==> config.mk <==
export PLATFORM = sky130hd
export DESIGN_NAME = girl10_in_cond
export DESIGN_NICKNAME = d
export VERILOG_FILES = /design/src/rtl/girl10_pkg.sv /design/src/rtl/girl10_deb_bit.sv /design/src/rtl/girl10_in_cond.sv
export SDC_FILE = /design/constraint.sdc
export NUM_CORES = 1
export LEC_CHECK = 0
export ABC_AREA = 1
export BUFFER_PORTS_ARGS = -buffer_cell sky130_fd_sc_hd__buf_2
export CORE_MARGIN = 1
export CORE_UTILIZATION = 35
export CTS_CLUSTER_SIZE = 30
export DETAILED_ROUTE_END_ITERATION = 10
export SKIP_CTS_REPAIR_TIMING = 1
export SLEW_MARGIN = 25
export SYNTH_ARGS = -nofsm -noshare
export SYNTH_HDL_FRONTEND = slang
export SYNTH_HIERARCHICAL = 1
export SYNTH_SLANG_ARGS = --single-unit
==> constraint.sdc <==
create_clock -name clk -period 1.7 [get_ports clk]
set_input_delay 0.255 -clock clk [delete_from_list [all_inputs] [get_ports clk]]
set_output_delay 0.255 -clock clk [all_outputs]
set_load 0.05 [all_outputs]
==> src/rtl/girl10_pkg.sv <==
// rtl/girl10_pkg.sv - shared defaults, counter width and top FSM states for the input conditioner
package girl10_pkg;

    localparam int NX_DEF  = 7;
    localparam int DEB_DEF = 4;
    localparam int CNT_W   = 4;

    typedef enum logic {
        SETTLE = 1'b0,
        RUN    = 1'b1
    } state_t;

endpackage

==> src/rtl/girl10_deb_bit.sv <==
// rtl/girl10_deb_bit.sv - one input bit: two-flop synchronizer, debounce counter and change pulse
module girl10_deb_bit
    import girl10_pkg::*;
#(
    parameter int   DEB     = DEB_DEF,
    parameter logic RST_VAL = 1'b0
) (
    input  logic i_clk,
    input  logic i_rst_n,
    input  logic i_raw,
    input  logic i_run,
    output logic o_clean,
    output logic o_chg
);

    localparam logic [CNT_W-1:0] CNT_MAX = CNT_W'(DEB - 1);

    logic             r_s1;
    logic             r_s2;
    logic             r_clean;
    logic             r_chg;
    logic [CNT_W-1:0] r_cnt;

    always_ff @(posedge i_clk or negedge i_rst_n) begin
        if (!i_rst_n) begin
            r_s1    <= 1'b0;
            r_s2    <= 1'b0;
            r_clean <= RST_VAL;
            r_chg   <= 1'b0;
            r_cnt   <= '0;
        end else begin
            r_s1  <= i_raw;
            r_s2  <= r_s1;
            r_chg <= 1'b0;
            // While settling the output simply tracks the synchronizer.
            if (!i_run) begin
                r_clean <= r_s2;
                r_cnt   <= '0;
            end else if (r_s2 == r_clean) begin
                r_cnt <= '0;
            end else if (r_cnt < CNT_MAX) begin
                r_cnt <= r_cnt + 1'b1;
            end else begin
                r_clean <= r_s2;
                r_cnt   <= '0;
                r_chg   <= 1'b1;
            end
        end
    end

    assign o_clean = r_clean;
    assign o_chg   = r_chg;

endmodule

==> src/rtl/girl10_in_cond.sv <==
// rtl/girl10_in_cond.sv - conditions raw controller inputs and latches the key bit
module girl10_in_cond
    import girl10_pkg::*;
#(
    parameter int            NX      = NX_DEF,
    parameter int            DEB     = DEB_DEF,
    parameter logic [NX-1:0] RST_VAL = '0
) (
    input  logic          clk,
    input  logic          rst,
    input  logic [NX-1:0] x_raw,
    input  logic          key_raw,
    input  logic          key_load,
    output logic [NX-1:0] x_clean,
    output logic          keyinput0,
    output logic [NX-1:0] chg,
    output logic          valid,
    output logic          key_locked
);

    // One bit wider than the debounce counter so DEB+1 fits for DEB up to 15.
    localparam logic [CNT_W:0] SETTLE_END = (CNT_W + 1)'(DEB + 1);

    state_t         r_state;
    logic [CNT_W:0] r_settle_cnt;
    logic           r_valid;
    logic           r_key_s1;
    logic           r_key_s2;
    logic           r_keyinput0;
    logic           r_key_locked;
    logic           w_run;

    always_ff @(posedge clk or negedge rst) begin
        if (!rst) begin
            r_state      <= SETTLE;
            r_settle_cnt <= '0;
            r_valid      <= 1'b0;
        end else begin
            case (r_state)
                SETTLE: begin
                    if (r_settle_cnt == SETTLE_END) begin
                        r_state <= RUN;
                        r_valid <= 1'b1;
                    end else begin
                        r_settle_cnt <= r_settle_cnt + 1'b1;
                    end
                end
                RUN:     r_state <= RUN;
                default: r_state <= SETTLE;
            endcase
        end
    end

    always_ff @(posedge clk or negedge rst) begin
        if (!rst) begin
            r_key_s1     <= 1'b0;
            r_key_s2     <= 1'b0;
            r_keyinput0  <= 1'b0;
            r_key_locked <= 1'b0;
        end else begin
            r_key_s1 <= key_raw;
            r_key_s2 <= r_key_s1;
            if (key_load && !r_key_locked) begin
                r_keyinput0  <= r_key_s2;
                r_key_locked <= 1'b1;
            end
        end
    end

    assign w_run = (r_state == RUN);

    for (genvar gi = 0; gi < NX; gi++) begin : g_bit
        girl10_deb_bit #(
            .DEB     (DEB),
            .RST_VAL (RST_VAL[gi])
        ) u_bit (
            .i_clk   (clk),
            .i_rst_n (rst),
            .i_raw   (x_raw[gi]),
            .i_run   (w_run),
            .o_clean (x_clean[gi]),
            .o_chg   (chg[gi])
        );
    end

    assign valid      = r_valid;
    assign keyinput0  = r_keyinput0;
    assign key_locked = r_key_locked;

endmodule

==> results.ini, run 1 <==
[final_layout]
drive_above_1_share_pct=26.1
antenna_cells=0
area_growth_pct=21.0
nets=318
final_util_pct=44.3
n_fill_cell=736

[floorplan]
initial_core_util_pct=36.6
core_area_um2=7290
fp.dieArea_um2=7970
pin_count=28
std_cell_rows=31
die_x_um=89.3
die_y_um=89.3

[placed_design]
io_buffers=27
gp_congestion=0.804
dp_hpwl_mm=2.70

[timing]
fin_crit_ps=1270
hold_viol=0
slew_viol_final=0
timing.fmax_mhz=790
rsz0062_at_grt=false
setup-tns-final_ps=0
skew_ps=3.52
setup_violations=0
min_period_over_period_pct=74.5

[logic_synthesis]
yosysWarnings=6
async_reset_ff_share_pct=100
synth_cells=249
seq_area_frac_synth_pct=62.9
netlist_area_um2=2670
synth_edf_count=0
synth_common_cells=dfrtp_1 (67), nand2_1 (55), inv_1 (36), nor2_1 (15), nor3_2 (14)
synth_area_leaders=dfrtp_1 (63%), nand2_1 (7.7%), nor3_2 (5.3%)
synth_top_area_share_pct=62.9
avgSynthCellArea_um2=10.7
synth_most_common_cell=dfrtp_1
synth.distinct_cells=19
synth-seq-cells=67
synth_area_leader_cell=dfrtp_1
synthFlopType=dfrtp_1

[setup_path]
crit_chain=buf_2
worstSetupPathType=reg -> out
arrival_ps=1010
cp_max_fo=3
cp-start-kind=register
crit_buf_inv=1
required_ps=1440
r2r-start=r_settle_cnt[1]
setup.worst_path.end_class=output port
crit_path_start=g_bit[2].u_bit/o_clean
slowest_stage=dfrtp_1
slowest_delay_ps=390
path_delay_family=flip-flops

[routing]
drt_wl_total_mm=4.05
route.detailed.drc=0
first_iter_violations=63
met3WireLength_um=162
wl_met1_mm=1.92
wl_met2_mm=1.90
first_pass_iters=4
wl_per_cell_um=10.1
num_vias=1680
drtAntennaViolNets=0
viasPerCell=4.18
maxUsedRoutingLayer=met4

[clock_tree]
cts_tree=done
cts_root_buf=clkbuf_8
clock_latency_ps=330
clockBufferDepth=2
clkSinkCount=67
cts_buffers=9
htreeDepth=3
cts.clk_slew.worst_paths_ps=70

[pwr]
p_per_area_nw_per_um2=1090
vdd_drop_max_mv=0.360
leakagePower_nw=1.69

[global_routing]
grt_pass1_wl_mm=7.06
grt_overflow=0
grt_usage_pct=12.0
grt_pass1_vias=1645
antenna_found_initial=0
grt_max_degree=68

[worst_hold_path]
holdCritPathClass=in -> reg
hp-start=x_raw[0]

[run_status]
status=finished clean

[run]
maxCapViolations=0

==> report_power, final <==
group | internal, mW | leakage [nW] | switching (mW)
Sequential | 1.68 | 0.803 | 0.0461
Combinational | 0.0896 | 0.778 | 0.251
Clock | 0.865 | 0.108 | 0.603
==> sequential cells by signal (all words and copies together), names as in the netlist, 5 cells and up <==
signal / cells
g_bit.u_bit/r_cnt: 28
g_bit.u_bit/o_chg: 7
g_bit.u_bit/o_clean: 7
g_bit.u_bit/r_s1: 7
g_bit.u_bit/r_s2: 7
r_settle_cnt: 5
==> through the flow <==
stage / setup slack, ps / cell area (µm²) / hold WS, ps / power, mW / instances
2_1_floorplan: 440 / 2690 / -40.6 / 1.98 / 256
3_3_place_gp: 536 / 2980 / 302 / 2.09 / 384
3_5_place_dp: 522 / 2980 / 301 / 2.09 / 384
4_1_cts: 417 / 3210 / -68.1 / 3.58 / 400
5_1_grt: 376 / 3230 / 0.736 / 3.71 / 402
6_report: 434 / 3230 / 20.3 / 3.53 / 402
==> final timing paths <==
check | cells past startpoint | end | slack (ps)
max | 1 | x_clean[2] | 430
min | 1 | g_bit[0].u_bit/r_s1 | 20
max reg2reg | 8 | r_settle_cnt[2] | 510
min reg2reg | 0 | g_bit[1].u_bit/r_s2 | 350
max in group asynchronous | 3 | g_bit[5].u_bit/r_s1 | 960
min in group asynchronous | 3 | g_bit[4].u_bit/o_chg | 450
==> metal layers <==
metal | vias to the layer above | track usage [%]
met2 | 25 | 18.3
li1 | 858 | -
met1 | 789 | 14.9
met3 | 8 | 3.79
met5 | - | 0
met4 | 0 | 7.65
==> cell type report <==
class / instances / area (µm²) / share of cell area [%]
clock inverters: 6 / 88.8 / 2.75
flip-flops and latches: 67 / 1680 / 52.0
well taps: 99 / 124 / 3.84
repair buffers: 31 / 183 / 5.66
clock buffers: 10 / 138 / 4.27
multi-input cells: 152 / 877 / 27.2
inverters: 37 / 140 / 4.34
==> cell families after synthesis <==
group           count (synthesis)  synth area share, %
fa+ha+maj                       9                 4.22
other cells                     7                0.985
flops                          67                 62.9
buf+inv                        37                 5.25
simple gates                  125                 25.8
compound gates                  4                0.891
==> cell usage in the layout (no fill, tap or decap), drive strengths merged <==
master and instances:
a21oi 2, a31oi 1, buf 29, bufinv 2, clkbuf 10, clkinv 3, clkinvlp 2, conb 14
dfrtp 67, dlygate4sd3 2, ha 9, inv 36, nand2 59, nand3 16, nand3b 3, nand4 9
nor2 23, nor3 14, o21bai 1, or2 1
Power figures use the tool's default switching activity.
==> inputs of run 2 (changes only) <==
Settings changed: ABC_AREA 1 to 0.
Clock period 1.7 ns to 1.15 ns, I/O delays scaled along.
==> run 2 against run 1 <==
Against the previous run:
- the flow now finishes with violations (design-rule violations, negative setup slack)
- area after synthesis down 10%
- register-to-register slack worse by 860 ps
- sequential share of layout area down 2.1 points
- synthesized cell count down 39%
- clock-buffer cell count up 2
- power up 54%
- critical path depth up 2
- clock skew up 5.3 ps
- utilization up 7.6 points
- first-iteration DRC count down 40%
==> results.ini, run 2 <==
[logic_synthesis]
synth_most_common_cell=dfrtp_1
synth_area_leaders=dfrtp_1 (70%), ha_1 (4.7%), mux2_1 (3.3%)
synth.distinct_cells=26
yosysWarnings=6
synthMuxAreaShare_pct=4.80
synth-seq-cells=67
async_reset_ff_share_pct=100
synth_cells=152
avgSynthCellArea_um2=15.8
synth_xor_area_share_pct=3.29
synth_edf_count=0
synth_area_leader_cell=dfrtp_1
synth-compound-area-share_pct=1.31
netlist_area_um2=2400
synthSimpleGateAreaFrac_pct=14.4
synth_top_family_by_area=simple AND/OR/NAND/NOR gates
synth_top_area_share_pct=70.0
synth_common_cells=dfrtp_1 (67), ha_1 (9), xor2_1 (8)
synthAdderAreaFrac_pct=4.70
seq_area_frac_synth_pct=70.0
synthFlopType=dfrtp_1

[pwr]
p_per_area_nw_per_um2=1620
vdd_drop_max_mv=0.869
leakagePower_nw=1.60

[global_routing]
grt_overflow=0
grt_pass1_wl_mm=6.03
grt_usage_pct=11.2
grt_max_degree=31
antenna_found_initial=0
grt_pass1_vias=1355

[routing]
drtAntennaViolNets=0
first_iter_violations=38
route.detailed.drc=1
num_vias=1355
first_pass_iters=7
drt_wl_total_mm=3.65
viasPerCell=4.39
wl_per_cell_um=11.8

[final_layout]
area_growth_pct=40.6
final_common_cell=dfrtp_1
drive_above_1_share_pct=45.3
antenna_cells=0
stdcell_count=309
final_cell_mix=dfrtp_1 (65), buf_4 (20), buf_2 (17), conb_1 (14), clkbuf_8 (10)
regMostFlops=g_bit.u_bit/r_cnt
largest_reg_flops=28
nets=247
n_fill_cell=570

[timing]
fin_crit_ps=1500
setup_ws_ps=-351
hold_viol=0
setup_violations=20
rsz0062_at_grt=true
slew_viol_final=0
timing.fmax_mhz=666
min_period_over_period_pct=130
setup-tns-final_ps=-4230
skew_ps=8.79

[floorplan]
std_cell_rows=29
fp.dieArea_um2=7180
initial_core_util_pct=36.9
pin_count=28
core_area_um2=6490
die_x_um=84.7
die_y_um=84.7

[setup_path]
slowest_stage=or4b_4
slowest_delay_ps=500
cp-start-kind=register
crit_chain=ha_2, or4b_4, mux2_4
required_ps=1360
cp_max_fo=2
path_delay_family=simple AND/OR/NAND/NOR gates
arrival_ps=1720
crit_buf_inv=0
worstSetupPathType=reg -> reg
setup.worst_path.end_class=register

[worst_hold_path]
holdCritPathClass=in -> reg

[placed_design]
gp_congestion=0.697
dp_hpwl_mm=2.25
io_buffers=27
dp.cells=274

[clock_tree]
clock_latency_ps=330
cts_root_buf=clkbuf_8
cts_buffers=9
cts.clk_slew.worst_paths_ps=70
htreeDepth=3
clockBufferDepth=2
clkSinkCount=67
cts_tree=done

[run_status]
status=finished with violations
violations=design-rule violations, negative setup slack

[run]
maxCapViolations=0

==> run 2: changes by cell type in the layout (fill, tap and decap cells not counted), sizes merged, moves of 14 or more <==
cell   previous run  this run
nand2            59         1
inv              36         3
nor2             23         0
buf              29        45
nand3            16         2
==> run 2: metal layers <==
layer	routed length, µm	part of all wire [%]	up-vias	GRT usage, %
met3	174	4.8	5	5.90
li1	-	-	666	-
met1	1590	44	659	13.3
met4	50	1.4	0	4.62
met5	0	0	-	0
met2	1830	50	25	16.9
==> run 2: path summary, 6_finish.rpt <==
| check | start | to | slack, ps | cells past startpoint |
|---|---|---|---|---|
| setup / recovery | g_bit[3].u_bit/r_cnt[0] | g_bit[3].u_bit/o_clean | -350 | 3 |
| hold / removal | key_load | key_locked | 40 | 2 |
| setup reg to reg | g_bit[3].u_bit/r_cnt[0] | g_bit[3].u_bit/o_clean | -350 | 3 |
| hold reg to reg | g_bit[0].u_bit/r_s1 | g_bit[0].u_bit/r_s2 | 350 | 0 |
| max in group asynchronous | rst | key_locked | 420 | 3 |
| min in group asynchronous | rst | g_bit[6].u_bit/r_s2 | 260 | 2 |
==> run 2: power breakdown <==
part	internal [mW]	switching [mW]	leakage [nW]	total, mW
clock network	1.50	0.812	0.117	2.31
registers	2.48	0.0686	0.808	2.55
logic	0.241	0.339	0.673	0.580
total	4.22	1.22	1.60	5.44
==> run 2: cell type report <==
| class | count | area [µm²] | area share [%] |
|---|---|---|---|
| clock buffers | 12 | 145 | 4.31 |
| clock inverters | 4 | 97.6 | 2.90 |
| inverters | 3 | 11.3 | 0.334 |
| multi-input cells | 89 | 885 | 26.3 |
| flip-flops and latches | 67 | 1680 | 49.8 |
| well taps | 77 | 96.3 | 2.86 |
| repair buffers | 57 | 455 | 13.5 |
==> run 2: kinds of logic (layout without fill, tap and decap cells) <==
logic type | after synthesis | count (layout)
DFF | 67 | 67
and+or+nand+nor | 43 | 43
muxes | 10 | 10
adders and majority gates | 9 | 9
xor gates and xnor gates | 9 | 9
other | 7 | 14
AOI/OAI and AO/OA | 4 | 4
buffers and inverters | 3 | 76
==> run 2: through the flow <==
stage | cell area [µm²] | util [%] | total power, mW | hold WS [ps] | setup slack, ps
2_1_floorplan | 2500 | - | 2.92 | -123 | -283
3_3_place_gp | 2840 | 43.8 | 3.09 | 88.1 | -325
3_5_place_dp | 2840 | 43.8 | 3.10 | 86.7 | -332
4_1_cts | 3090 | 47.5 | 5.44 | -285 | -349
5_1_grt | 3370 | 51.9 | 5.67 | 24.9 | -387
6_report | 3370 | 51.9 | 5.44 | 44.8 | -351
==> run 2: worst register-to-register path, cell delays in order (launching register included) <==
cell and delay [ps]:
dfrtp_1 400, ha_2 180, or4b_4 500, mux2_4 310
